## src/rtl/cache_access_sequencer_pkg.sv

```systemverilog
// Shared types and default widths for the L1/L2/memory request sequencer.
// Response-source codes match the resp_src encoding seen by the requester.
package cache_seq_pkg;

    localparam int ADDR_W_DEF      = 32;
    localparam int DATA_W_DEF      = 8;
    localparam int OFF_BITS_DEF    = 6;
    localparam int L1_IDX_BITS_DEF = 8;
    localparam int L2_IDX_BITS_DEF = 12;
    localparam int CNT_W_DEF       = 16;

    localparam logic [1:0] RESP_SRC_L1  = 2'd0;
    localparam logic [1:0] RESP_SRC_L2  = 2'd1;
    localparam logic [1:0] RESP_SRC_MEM = 2'd2;

    typedef enum logic [2:0] {
        ST_IDLE,
        ST_L1_LOOK,
        ST_L2_LOOK,
        ST_MEM,
        ST_RESP
    } seq_state_e;

endpackage

```

## src/rtl/cache_access_sequencer_if.sv

```systemverilog
// Request/response, L1/L2 array and memory-port signals of the sequencer.
// The slave modport is the sequencer; master is everything around it.
interface cache_seq_if #(
    parameter int ADDR_W      = cache_seq_pkg::ADDR_W_DEF,
    parameter int DATA_W      = cache_seq_pkg::DATA_W_DEF,
    parameter int L1_IDX_BITS = cache_seq_pkg::L1_IDX_BITS_DEF,
    parameter int L2_IDX_BITS = cache_seq_pkg::L2_IDX_BITS_DEF
);
    import cache_seq_pkg::*;

    logic                   req_valid;
    logic                   req_ready;
    logic [ADDR_W-1:0]      req_addr;
    logic                   req_rw;
    logic [DATA_W-1:0]      req_wdata;
    logic [L1_IDX_BITS-1:0] l1_index;
    logic [L2_IDX_BITS-1:0] l2_index;
    logic                   l1_valid;
    logic [ADDR_W-1:0]      l1_tag;
    logic [DATA_W-1:0]      l1_data;
    logic                   l2_valid;
    logic [ADDR_W-1:0]      l2_tag;
    logic [DATA_W-1:0]      l2_data;
    logic                   l1_fill_en;
    logic                   l2_fill_en;
    logic [ADDR_W-1:0]      fill_tag_l1;
    logic [ADDR_W-1:0]      fill_tag_l2;
    logic [DATA_W-1:0]      fill_data;
    logic                   mem_req;
    logic                   mem_we;
    logic [ADDR_W-1:0]      mem_addr;
    logic [DATA_W-1:0]      mem_wdata;
    logic                   mem_ack;
    logic [DATA_W-1:0]      mem_rdata;
    logic                   resp_valid;
    logic [DATA_W-1:0]      resp_data;
    logic [1:0]             resp_src;

    modport slave (
        input  req_valid, req_addr, req_rw, req_wdata,
        input  l1_valid, l1_tag, l1_data, l2_valid, l2_tag, l2_data,
        input  mem_ack, mem_rdata,
        output req_ready, l1_index, l2_index, l1_fill_en, l2_fill_en,
        output fill_tag_l1, fill_tag_l2, fill_data,
        output mem_req, mem_we, mem_addr, mem_wdata,
        output resp_valid, resp_data, resp_src
    );

    modport master (
        output req_valid, req_addr, req_rw, req_wdata,
        output l1_valid, l1_tag, l1_data, l2_valid, l2_tag, l2_data,
        output mem_ack, mem_rdata,
        input  req_ready, l1_index, l2_index, l1_fill_en, l2_fill_en,
        input  fill_tag_l1, fill_tag_l2, fill_data,
        input  mem_req, mem_we, mem_addr, mem_wdata,
        input  resp_valid, resp_data, resp_src
    );

endinterface

```

## src/rtl/cache_access_sequencer_sat_counter.sv

```systemverilog
// Saturating statistics counter; clear has priority over increment.
module sat_counter #(
    parameter int CNT_W = cache_seq_pkg::CNT_W_DEF
) (
    input  logic             clk,
    input  logic             rst_n,
    input  logic             inc,
    input  logic             clr,
    output logic [CNT_W-1:0] cnt
);
    import cache_seq_pkg::*;

    logic [CNT_W-1:0] cnt_reg;

    always_ff @(posedge clk or negedge rst_n) begin
        if (!rst_n) begin
            cnt_reg <= '0;
        end else if (clr) begin
            cnt_reg <= '0;
        end else if (inc && (cnt_reg != {CNT_W{1'b1}})) begin
            cnt_reg <= cnt_reg + 1'b1;
        end
    end

    assign cnt = cnt_reg;

endmodule

```

## src/rtl/cache_access_sequencer.sv

```systemverilog
// Sequences one request through L1, L2 and memory; write-through, no-allocate.
// Fills are scheduled during lookup and strobed together with the response.
module cache_access_sequencer #(
    parameter int ADDR_W      = cache_seq_pkg::ADDR_W_DEF,
    parameter int DATA_W      = cache_seq_pkg::DATA_W_DEF,
    parameter int OFF_BITS    = cache_seq_pkg::OFF_BITS_DEF,
    parameter int L1_IDX_BITS = cache_seq_pkg::L1_IDX_BITS_DEF,
    parameter int L2_IDX_BITS = cache_seq_pkg::L2_IDX_BITS_DEF,
    parameter int CNT_W       = cache_seq_pkg::CNT_W_DEF
) (
    input  logic             clk,
    input  logic             rst_n,
    cache_seq_if.slave       bus,
    input  logic             cnt_clr,
    output logic [CNT_W-1:0] l1_hit_cnt,
    output logic [CNT_W-1:0] l1_miss_cnt,
    output logic [CNT_W-1:0] l2_hit_cnt,
    output logic [CNT_W-1:0] l2_miss_cnt
);
    import cache_seq_pkg::*;

    localparam int L1_TAG_SH = OFF_BITS + L1_IDX_BITS;
    localparam int L2_TAG_SH = OFF_BITS + L2_IDX_BITS;

    seq_state_e        state_reg, state_next;
    logic [ADDR_W-1:0] addr_reg;
    logic              rw_reg;
    logic [DATA_W-1:0] wdata_reg;
    logic [DATA_W-1:0] resp_data_reg;
    logic [DATA_W-1:0] fill_data_reg;
    logic [1:0]        resp_src_reg;
    logic              fill_l1_reg;
    logic              fill_l2_reg;
    logic [ADDR_W-1:0] tag_l1, tag_l2;
    logic              l1_hit, l2_hit;
    logic [3:0]        cnt_inc;
    logic [CNT_W-1:0]  cnt_val [4];

    assign tag_l1 = addr_reg >> L1_TAG_SH;
    assign tag_l2 = addr_reg >> L2_TAG_SH;
    assign l1_hit = bus.l1_valid && (bus.l1_tag == tag_l1);
    assign l2_hit = bus.l2_valid && (bus.l2_tag == tag_l2);

    assign bus.l1_index    = addr_reg[OFF_BITS +: L1_IDX_BITS];
    assign bus.l2_index    = addr_reg[OFF_BITS +: L2_IDX_BITS];
    assign bus.fill_tag_l1 = tag_l1;
    assign bus.fill_tag_l2 = tag_l2;
    assign bus.fill_data   = fill_data_reg;
    assign bus.resp_data   = resp_data_reg;
    assign bus.resp_src    = resp_src_reg;
    assign bus.mem_we      = rw_reg;
    assign bus.mem_addr    = addr_reg;
    assign bus.mem_wdata   = wdata_reg;

    always_ff @(posedge clk or negedge rst_n) begin
        if (!rst_n) begin
            state_reg <= ST_IDLE;
        end else begin
            state_reg <= state_next;
        end
    end

    always_comb begin
        state_next     = state_reg;
        bus.req_ready  = 1'b0;
        bus.resp_valid = 1'b0;
        bus.mem_req    = 1'b0;
        bus.l1_fill_en = 1'b0;
        bus.l2_fill_en = 1'b0;
        cnt_inc        = '0;
        case (state_reg)
            ST_IDLE: begin
                bus.req_ready = 1'b1;
                if (bus.req_valid) state_next = ST_L1_LOOK;
            end
            ST_L1_LOOK: begin
                cnt_inc[0] = l1_hit;
                cnt_inc[1] = !l1_hit;
                state_next = (l1_hit && !rw_reg) ? ST_RESP : ST_L2_LOOK;
            end
            ST_L2_LOOK: begin
                cnt_inc[2] = l2_hit;
                cnt_inc[3] = !l2_hit;
                state_next = (l2_hit && !rw_reg) ? ST_RESP : ST_MEM;
            end
            ST_MEM: begin
                bus.mem_req = 1'b1;
                if (bus.mem_ack) state_next = ST_RESP;
            end
            ST_RESP: begin
                bus.resp_valid = 1'b1;
                bus.l1_fill_en = fill_l1_reg;
                bus.l2_fill_en = fill_l2_reg;
                state_next     = ST_IDLE;
            end
            default: state_next = ST_IDLE;
        endcase
    end

    // Writes keep resp_data at 0 and fill with their own data; reads overwrite both.
    always_ff @(posedge clk or negedge rst_n) begin
        if (!rst_n) begin
            addr_reg      <= '0;
            rw_reg        <= 1'b0;
            wdata_reg     <= '0;
            resp_data_reg <= '0;
            fill_data_reg <= '0;
            resp_src_reg  <= RESP_SRC_L1;
            fill_l1_reg   <= 1'b0;
            fill_l2_reg   <= 1'b0;
        end else begin
            case (state_reg)
                ST_IDLE: begin
                    if (bus.req_valid) begin
                        addr_reg      <= bus.req_addr;
                        rw_reg        <= bus.req_rw;
                        wdata_reg     <= bus.req_wdata;
                        resp_data_reg <= '0;
                        fill_data_reg <= bus.req_rw ? bus.req_wdata : '0;
                        fill_l1_reg   <= 1'b0;
                        fill_l2_reg   <= 1'b0;
                    end
                end
                ST_L1_LOOK: begin
                    if (rw_reg) begin
                        fill_l1_reg <= l1_hit;
                    end else if (l1_hit) begin
                        resp_data_reg <= bus.l1_data;
                        resp_src_reg  <= RESP_SRC_L1;
                    end
                end
                ST_L2_LOOK: begin
                    if (rw_reg) begin
                        fill_l2_reg <= l2_hit;
                    end else if (l2_hit) begin
                        resp_data_reg <= bus.l2_data;
                        fill_data_reg <= bus.l2_data;
                        fill_l1_reg   <= 1'b1;
                        resp_src_reg  <= RESP_SRC_L2;
                    end
                end
                ST_MEM: begin
                    if (bus.mem_ack) begin
                        resp_src_reg <= RESP_SRC_MEM;
                        if (!rw_reg) begin
                            resp_data_reg <= bus.mem_rdata;
                            fill_data_reg <= bus.mem_rdata;
                            fill_l1_reg   <= 1'b1;
                            fill_l2_reg   <= 1'b1;
                        end
                    end
                end
                default: ;
            endcase
        end
    end

    // Counter order: L1 hit, L1 miss, L2 hit, L2 miss.
    genvar gi;
    generate
        for (gi = 0; gi < 4; gi++) begin : g_cnt
            sat_counter #(.CNT_W(CNT_W)) u_cnt (
                .clk   (clk),
                .rst_n (rst_n),
                .inc   (cnt_inc[gi]),
                .clr   (cnt_clr),
                .cnt   (cnt_val[gi])
            );
        end
    endgenerate

    assign l1_hit_cnt  = cnt_val[0];
    assign l1_miss_cnt = cnt_val[1];
    assign l2_hit_cnt  = cnt_val[2];
    assign l2_miss_cnt = cnt_val[3];

endmodule
```

## src/flat_wrapper.sv

```systemverilog
// flat-port wrapper written by rule: the top's interface ports become plain ports
module cache_access_sequencer_flat import cache_seq_pkg::*;
#(
    parameter int ADDR_W      = cache_seq_pkg::ADDR_W_DEF,
    parameter int DATA_W      = cache_seq_pkg::DATA_W_DEF,
    parameter int OFF_BITS    = cache_seq_pkg::OFF_BITS_DEF,
    parameter int L1_IDX_BITS = cache_seq_pkg::L1_IDX_BITS_DEF,
    parameter int L2_IDX_BITS = cache_seq_pkg::L2_IDX_BITS_DEF,
    parameter int CNT_W       = cache_seq_pkg::CNT_W_DEF
)
  (clk, rst_n, cnt_clr, l1_hit_cnt, l1_miss_cnt, l2_hit_cnt, l2_miss_cnt, bus_req_valid, bus_req_addr, bus_req_rw, bus_req_wdata, bus_l1_valid, bus_l1_tag, bus_l1_data, bus_l2_valid, bus_l2_tag, bus_l2_data, bus_mem_ack, bus_mem_rdata, bus_req_ready, bus_l1_index, bus_l2_index, bus_l1_fill_en, bus_l2_fill_en, bus_fill_tag_l1, bus_fill_tag_l2, bus_fill_data, bus_mem_req, bus_mem_we, bus_mem_addr, bus_mem_wdata, bus_resp_valid, bus_resp_data, bus_resp_src);
  cache_seq_if #(.ADDR_W(ADDR_W), .DATA_W(DATA_W), .L1_IDX_BITS(L1_IDX_BITS), .L2_IDX_BITS(L2_IDX_BITS)) bus_i ();
  input  logic clk;
  input  logic rst_n;
  input  logic cnt_clr;
  output logic [CNT_W-1:0] l1_hit_cnt;
  output logic [CNT_W-1:0] l1_miss_cnt;
  output logic [CNT_W-1:0] l2_hit_cnt;
  output logic [CNT_W-1:0] l2_miss_cnt;
  input wire logic [$bits(bus_i.req_valid)-1:0] bus_req_valid;
  input wire logic [$bits(bus_i.req_addr)-1:0] bus_req_addr;
  input wire logic [$bits(bus_i.req_rw)-1:0] bus_req_rw;
  input wire logic [$bits(bus_i.req_wdata)-1:0] bus_req_wdata;
  input wire logic [$bits(bus_i.l1_valid)-1:0] bus_l1_valid;
  input wire logic [$bits(bus_i.l1_tag)-1:0] bus_l1_tag;
  input wire logic [$bits(bus_i.l1_data)-1:0] bus_l1_data;
  input wire logic [$bits(bus_i.l2_valid)-1:0] bus_l2_valid;
  input wire logic [$bits(bus_i.l2_tag)-1:0] bus_l2_tag;
  input wire logic [$bits(bus_i.l2_data)-1:0] bus_l2_data;
  input wire logic [$bits(bus_i.mem_ack)-1:0] bus_mem_ack;
  input wire logic [$bits(bus_i.mem_rdata)-1:0] bus_mem_rdata;
  output wire logic [$bits(bus_i.req_ready)-1:0] bus_req_ready;
  output wire logic [$bits(bus_i.l1_index)-1:0] bus_l1_index;
  output wire logic [$bits(bus_i.l2_index)-1:0] bus_l2_index;
  output wire logic [$bits(bus_i.l1_fill_en)-1:0] bus_l1_fill_en;
  output wire logic [$bits(bus_i.l2_fill_en)-1:0] bus_l2_fill_en;
  output wire logic [$bits(bus_i.fill_tag_l1)-1:0] bus_fill_tag_l1;
  output wire logic [$bits(bus_i.fill_tag_l2)-1:0] bus_fill_tag_l2;
  output wire logic [$bits(bus_i.fill_data)-1:0] bus_fill_data;
  output wire logic [$bits(bus_i.mem_req)-1:0] bus_mem_req;
  output wire logic [$bits(bus_i.mem_we)-1:0] bus_mem_we;
  output wire logic [$bits(bus_i.mem_addr)-1:0] bus_mem_addr;
  output wire logic [$bits(bus_i.mem_wdata)-1:0] bus_mem_wdata;
  output wire logic [$bits(bus_i.resp_valid)-1:0] bus_resp_valid;
  output wire logic [$bits(bus_i.resp_data)-1:0] bus_resp_data;
  output wire logic [$bits(bus_i.resp_src)-1:0] bus_resp_src;
  assign bus_i.req_valid = bus_req_valid;
  assign bus_i.req_addr = bus_req_addr;
  assign bus_i.req_rw = bus_req_rw;
  assign bus_i.req_wdata = bus_req_wdata;
  assign bus_i.l1_valid = bus_l1_valid;
  assign bus_i.l1_tag = bus_l1_tag;
  assign bus_i.l1_data = bus_l1_data;
  assign bus_i.l2_valid = bus_l2_valid;
  assign bus_i.l2_tag = bus_l2_tag;
  assign bus_i.l2_data = bus_l2_data;
  assign bus_i.mem_ack = bus_mem_ack;
  assign bus_i.mem_rdata = bus_mem_rdata;
  assign bus_req_ready = bus_i.req_ready;
  assign bus_l1_index = bus_i.l1_index;
  assign bus_l2_index = bus_i.l2_index;
  assign bus_l1_fill_en = bus_i.l1_fill_en;
  assign bus_l2_fill_en = bus_i.l2_fill_en;
  assign bus_fill_tag_l1 = bus_i.fill_tag_l1;
  assign bus_fill_tag_l2 = bus_i.fill_tag_l2;
  assign bus_fill_data = bus_i.fill_data;
  assign bus_mem_req = bus_i.mem_req;
  assign bus_mem_we = bus_i.mem_we;
  assign bus_mem_addr = bus_i.mem_addr;
  assign bus_mem_wdata = bus_i.mem_wdata;
  assign bus_resp_valid = bus_i.resp_valid;
  assign bus_resp_data = bus_i.resp_data;
  assign bus_resp_src = bus_i.resp_src;
  cache_access_sequencer #(.ADDR_W(ADDR_W), .DATA_W(DATA_W), .OFF_BITS(OFF_BITS), .L1_IDX_BITS(L1_IDX_BITS), .L2_IDX_BITS(L2_IDX_BITS), .CNT_W(CNT_W)) u_core (.clk(clk), .rst_n(rst_n), .bus(bus_i), .cnt_clr(cnt_clr), .l1_hit_cnt(l1_hit_cnt), .l1_miss_cnt(l1_miss_cnt), .l2_hit_cnt(l2_hit_cnt), .l2_miss_cnt(l2_miss_cnt));
endmodule
```

## config.mk

```make
export PLATFORM = sky130hd
export DESIGN_NAME = cache_access_sequencer_flat
export DESIGN_NICKNAME = d
export VERILOG_FILES = /design/src/rtl/cache_access_sequencer_pkg.sv /design/src/rtl/cache_access_sequencer_if.sv /design/src/rtl/cache_access_sequencer_sat_counter.sv /design/src/rtl/cache_access_sequencer.sv /design/src/flat_wrapper.sv
export SDC_FILE = /design/constraint.sdc
export NUM_CORES = 1
export LEC_CHECK = 0
export CAP_MARGIN = 10
export CORE_ASPECT_RATIO = 1.5
export CORE_MARGIN = 3
export CORE_UTILIZATION = 40
export DETAILED_ROUTE_END_ITERATION = 7
export MAX_ROUTING_LAYER = met4
export PLACE_DENSITY = 0.78
export RECOVER_POWER = 25
export SYNTH_ARGS = -nofsm -noshare
export SYNTH_HDL_FRONTEND = slang
export SYNTH_SLANG_ARGS = --single-unit
```

## constraint.sdc

```tcl
create_clock -name clk -period 4.5 [get_ports clk]
set_clock_uncertainty 0.1 [all_clocks]
set_input_delay 0.675 -clock clk [delete_from_list [all_inputs] [get_ports clk]]
set_output_delay 0.675 -clock clk [all_outputs]
set_load 0.03 [all_outputs]
```

==> results of run 1 <==
## cell usage in the layout (no fill, tap or decap), drive strengths merged, types with 11 or more instances in the layout
master	count
a21oi	56
clkbuf	20
clkdlybuf4s50	313
conb	32
dfrtp	128
inv	18
mux2	75
mux2i	11
nand2	28
nand3	30
nand4	30
nor2	51
nor2b	21
nor4	15
o21ai	30
o31ai	16
or3	23
or4	18
xnor2	22
xor2	12
## layout make-up
type                            count  area, sq um  area share
Timing Repair Buffer              323         3200       0.291
Clock inverter                     13          160      0.0146
Antenna cell                        1         2.50    0.000228
Inverter                           17         63.8     0.00580
Multi-Input combinational cell    537         3600       0.327
Sequential cell                   128         3200       0.291
Tap cell                          248          310      0.0282
Clock buffer                       19          453      0.0412
## layer usage
layer	vias to the layer above	global-route usage	wire, um
li1	3152	-	-
met1	3236	0.248	8750
met2	276	0.428	13100
met3	22	0.0465	1240
met4	0	0.0582	314
met5	-	-	0
## power groups by stage
stage               clock network, mW  registers (mW)  logic [mW]
floorplan                           0            2.22        1.95
global placement                    0            1.85        3.41
detailed placement                  0            1.85        3.43
CTS                              1.46            1.84        3.45
global route                     1.51            1.89        3.61
finish                           1.43            1.84        3.42
## kinds of logic after synthesis
kind of cell / Yosys count
xor+xnor: 34
other cells: 1
flops: 128
mux: 86
buf+inv: 137
fa+ha+maj: 4
compound gates: 119
simple gates: 262
## stage by stage
| step | instances | power [mW] |
|---|---|---|
| after floorplan | 802 | 4.16 |
| after global placement | 1253 | 5.26 |
| after detailed placement | 1253 | 5.29 |
| after CTS | 1285 | 6.76 |
| after global routing | 1286 | 7.01 |
| final | 1286 | 6.69 |
## worst max-delay path, cell delays in order, from the launching register on
cell and delay, ps:
dfrtp_1 860, clkinv_1 410, nor2_1 280, clkdlybuf4s50_1 830
## worst max-delay path by stage
stage	startpoint	endpoint	cells past startpoint
floorplan	bus_l2_tag[29]	u_core.bus.fill_data[0]	6
global placement	bus_l2_tag[17]	u_core.bus.fill_data[4]	7
detailed placement	bus_l2_tag[17]	u_core.bus.fill_data[0]	7
CTS	u_core.state_reg[1]	bus_mem_req	3
global route	u_core.state_reg[1]	bus_mem_req	3
finish	u_core.state_reg[0]	bus_mem_req	3
==> results.ini, run 1 <==
[global_routing]
antenna_found_initial=1
first_global_vias=6909
grt_use_total=0.230
grt_pass1_wl_um=36700
overflow=0
grt_max_degree=67

[timing]
finalSetupViolCount=0
holdWs_ps=251
rsz0062_at_grt=false
relSlewSlack=-0.116
max_freq_mhz=280
setup_tns_ps=0
period_needed_ps=3580
tightest_slew_ps=1670
period_share=0.795
finalMaxSlewViolations=67
setup_ws_ps=923
hold_violations=0

[clock_network]
cts_sinks=128
holdBufCountCts=0
cts_setup_buffers=0
cts_resized=0
clock_latency_ps=420
path_clk_slew_ps=60
cts_buffers=17
cts-root-buf=clkbuf_16
tritoncts=built
clock_path_buffers=2
cts_htree_levels=4

[route]
firstDrtPassIters=5
vias_per_cell=5.20
dr_total_vias=6686
drtIter0Drc=502
wl_per_cell_um=18.2
drc_errors=0
drt_wl_total_um=23500
ant_nets=0

[logic_synthesis]
yosys.area.top_type=dfrtp_1
synth_top_family_by_area=simple AND/OR/NAND/NOR gates
synth_top_cell_area_share=0.425
synth_xor_area_frac=0.0395
ys_top_cells_by_count=128 x dfrtp_1, 86 x buf_4, 75 x mux2_2
syn_area_per_cell_sq_um=9.79
async_flop_share=1.00
synthTopCellsByArea=dfrtp_1 42%, mux2_2 11%, buf_4 8.6%
yosysUniqueCellTypes=55
muxShareOfSynthArea=0.127
synth-seq-area-share=0.425
yosysMostFrequentCell=dfrtp_1
ys_ff_latch=128
synth_adder_area_share=0.00663
yosys_warnings=0
synthCells=771
synth-simple-area-share=0.196
synth_flop_cell=dfrtp_1
netlist_area_sq_um=7540
synth_edf_count=0
synth_compound_area_frac=0.0925

[worst_setup_path]
path_class=reg -> out
cp_max_fo=16
reg2reg_to=u_core.bus.resp_src[1]
rrSetupSlack_ps=1410
start_kind=register
cp.arrival_ps=2800
crit_required_ps=3720
end_kind=output port
worstRegToRegCells=5
timing.rr.start=u_core.state_reg[2]

[power]
irDropWorstVdd_mv=0.727
power.share.combinational=0.511
intPower_mw=3.87
switchingPower_mw=2.82
p_leak_nw=4.33
seqPwrFrac=0.275
clock_power_share=0.214
p_per_area_nw_per_um2=609
swShare=0.422

[placement]
gp_congestion=0.816
place_area_sq_um=10400
port_buffers=315
place_ws_ps=498
hpwl_um=17900

[floorplan]
core_area_sq_um=18200
die_w_um=118
die_h_um=174
initial_core_util=0.414
io_pins=348
die_area_sq_um=20600
rows=60

[flow_run]
max-cap-violations=1

[worst_hold_path]
worstHoldPathType=in -> async

[outcome]
violations=max-capacitance violations, max-slew violations
outcome=complete, but fails checks

[cells_and_area]
largest_reg_flops=64
fillCellCount=1571
syn2layout_area_growth_pct=45.7
nets=1164
final_cell_area_sq_um=11000
drive_above_1_share=0.123
final_util=0.603

Power figures use the tool's default switching activity.
==> inputs of run 2 (changes only) <==
==> constraint.sdc (replaced) <==
create_clock -name clk -period 3.3 [get_ports clk]
set_clock_uncertainty 0.1 [all_clocks]
set_input_delay 0.495 -clock clk [delete_from_list [all_inputs] [get_ports clk]]
set_output_delay 0.495 -clock clk [all_outputs]
set_load 0.03 [all_outputs]
==> results.ini, run 2 (synthesis results as in run 1) <==
[timing]
finalSetupViolCount=0  ; unchanged
rsz0062_at_grt=false
finalMaxSlewViolations=29  ; -57%
setup_ws_ps=333  ; -590 ps
hold_violations=0  ; unchanged
tightest_slew_ps=1640  ; -31.3 ps
relSlewSlack=-0.0955  ; +0.0208
max_freq_mhz=337
period_share=0.899
period_needed_ps=2970

[clock_network]
cts-root-buf=clkbuf_16
tritoncts=built
cts_sinks=128  ; unchanged
holdBufCountCts=1  ; +1
cts_setup_buffers=0  ; unchanged
path_clk_slew_ps=60  ; about the same
cts_buffers=17  ; unchanged
cts_resized=0  ; unchanged
clock_latency_ps=420  ; about the same
clock_path_buffers=2  ; unchanged
cts_htree_levels=4  ; unchanged

[placement]
place_ws_ps=-141  ; -640 ps
gp_congestion=0.847  ; +3.7%
place_area_sq_um=10600  ; +1.8%
hpwl_um=18300  ; +1.9%
port_buffers=315  ; unchanged

[route]
firstDrtPassIters=5  ; unchanged
wl_met2_um=12700  ; -3.2%
wl_per_cell_um=18.0  ; -1.4%
ant_nets=0  ; unchanged
dr_total_vias=6748  ; +0.93%
drc_errors=0  ; unchanged
wl_met1_um=8840  ; +1.0%
drt_wl_total_um=23500  ; +0.13%
vias_per_cell=5.17  ; -0.62%
drtIter0Drc=393  ; -22%
met3_length_um=1260  ; +1.9%
top_layer=met4

[global_routing]
grt_pass1_wl_um=37500  ; +2.1%
first_global_vias=7069  ; +2.3%
grt_use_total=0.234  ; +0.00360
antenna_found_initial=2  ; +1
grt_max_degree=66  ; -1.5%
overflow=0  ; unchanged

[power]
power.total_mw=9.22  ; +38%
p_leak_nw=4.43  ; +2.4%
irDropWorstVdd_mv=1.10  ; +52%
p_per_area_nw_per_um2=824  ; +35%

[floorplan]
initial_core_util=0.414  ; unchanged
io_pins=348  ; unchanged
die_w_um=118  ; unchanged
die_area_sq_um=20600  ; unchanged
core_area_sq_um=18200  ; unchanged
rows=60  ; unchanged
die_h_um=174  ; unchanged

[worst_setup_path]
end_kind=output port
start_kind=register
cp.arrival_ps=2370  ; -430 ps
crit_required_ps=2700  ; -1020 ps
cp_max_fo=21  ; +5
worstRegToRegCells=7  ; +2
reg2reg_to=u_core.bus.resp_src[0]
rrSetupSlack_ps=490  ; -920 ps
path_class=reg -> out
timing.rr.start=u_core.bus.mem_addr[26]

[cells_and_area]
multi_input_area_sq_um=3600  ; unchanged
nets=1183  ; +1.6%
layout_common_cells=313 x clkdlybuf4s50_1, 128 x dfrtp_1, 75 x mux2_2, 56 x a21oi_1, 51 x nor2_1
syn2layout_area_growth_pct=48.4
final_cell_area_sq_um=11200  ; +1.8%
layout_commonest_cell=clkdlybuf4s50_1
fillCellCount=1562  ; -0.57%
largest_reg_flops=64  ; unchanged
drive_above_1_share=0.137  ; +0.0139
regArea_sq_um=3200  ; unchanged

[outcome]
violations=max-capacitance violations, max-slew violations
outcome=complete, but fails checks

[worst_hold_path]
holdPathStages=1
hold_end=u_core.fill_l1_reg
hp-start=u_core.fill_l1_reg
worstHoldPathType=reg -> reg

[flow_run]
max-cap-violations=1  ; unchanged

-- run 2: layer usage --
layer	track usage	vias to the layer above
met3	0.0492	36
met1	0.255	3249
met2	0.417	267
li1	-	3196
met4	0.0856	0
met5	-	-
-- run 2: power by group --
part           total [mW]  switching [mW]  internal (mW)
Clock                1.95           0.749           1.20
Sequential           2.43           0.460           1.97
Combinational        4.85            2.69           2.16
Total                9.22            3.90           5.32
-- run 2: through the flow --
step                      setup TNS (ps)  hold WS (ps)  cells   util
final                                  0           397   1306  0.614
after global routing                   0           423   1306  0.614
after CTS                              0           395   1304  0.614
after detailed placement           -2460           350   1271  0.580
after global placement              -343           348   1271  0.580
after floorplan                        0          99.4    802      -
-- run 2: cell type report --
class,instances,share of cell area
Tap cell,248,0.0277
Clock inverter,15,0.0162
Clock buffer,17,0.0380
Inverter,17,0.00570
Antenna cell,2,0.000447
Timing Repair Buffer,342,0.304
Multi-Input combinational cell,537,0.321
Sequential cell,128,0.286
-- run 2: worst max-delay path, stage by stage (launching register included) --
cell and delay (ps):
dfrtp_1 360, buf_4 190, nand2b_1 160, buf_4 200
nor2_1 240, clkdlybuf4s50_1 800
-- run 2: worst max-delay path by stage --
stage | startpoint | to | slack, ps | cells past startpoint
2_1_floorplan | u_core.state_reg[1] | u_core.bus.mem_addr[10] | 690 | 6
3_3_place_gp | bus_l2_tag[29] | u_core.bus.resp_data[2] | -40 | 8
3_5_place_dp | bus_l2_tag[29] | u_core.bus.resp_data[7] | -140 | 8
4_1_cts | bus_l2_tag[29] | u_core.bus.resp_data[7] | 300 | 8
5_1_grt | rst_n | u_core.bus.mem_addr[20] | 80 | 3
6_report | u_core.state_reg[2] | bus_mem_req | 330 | 5
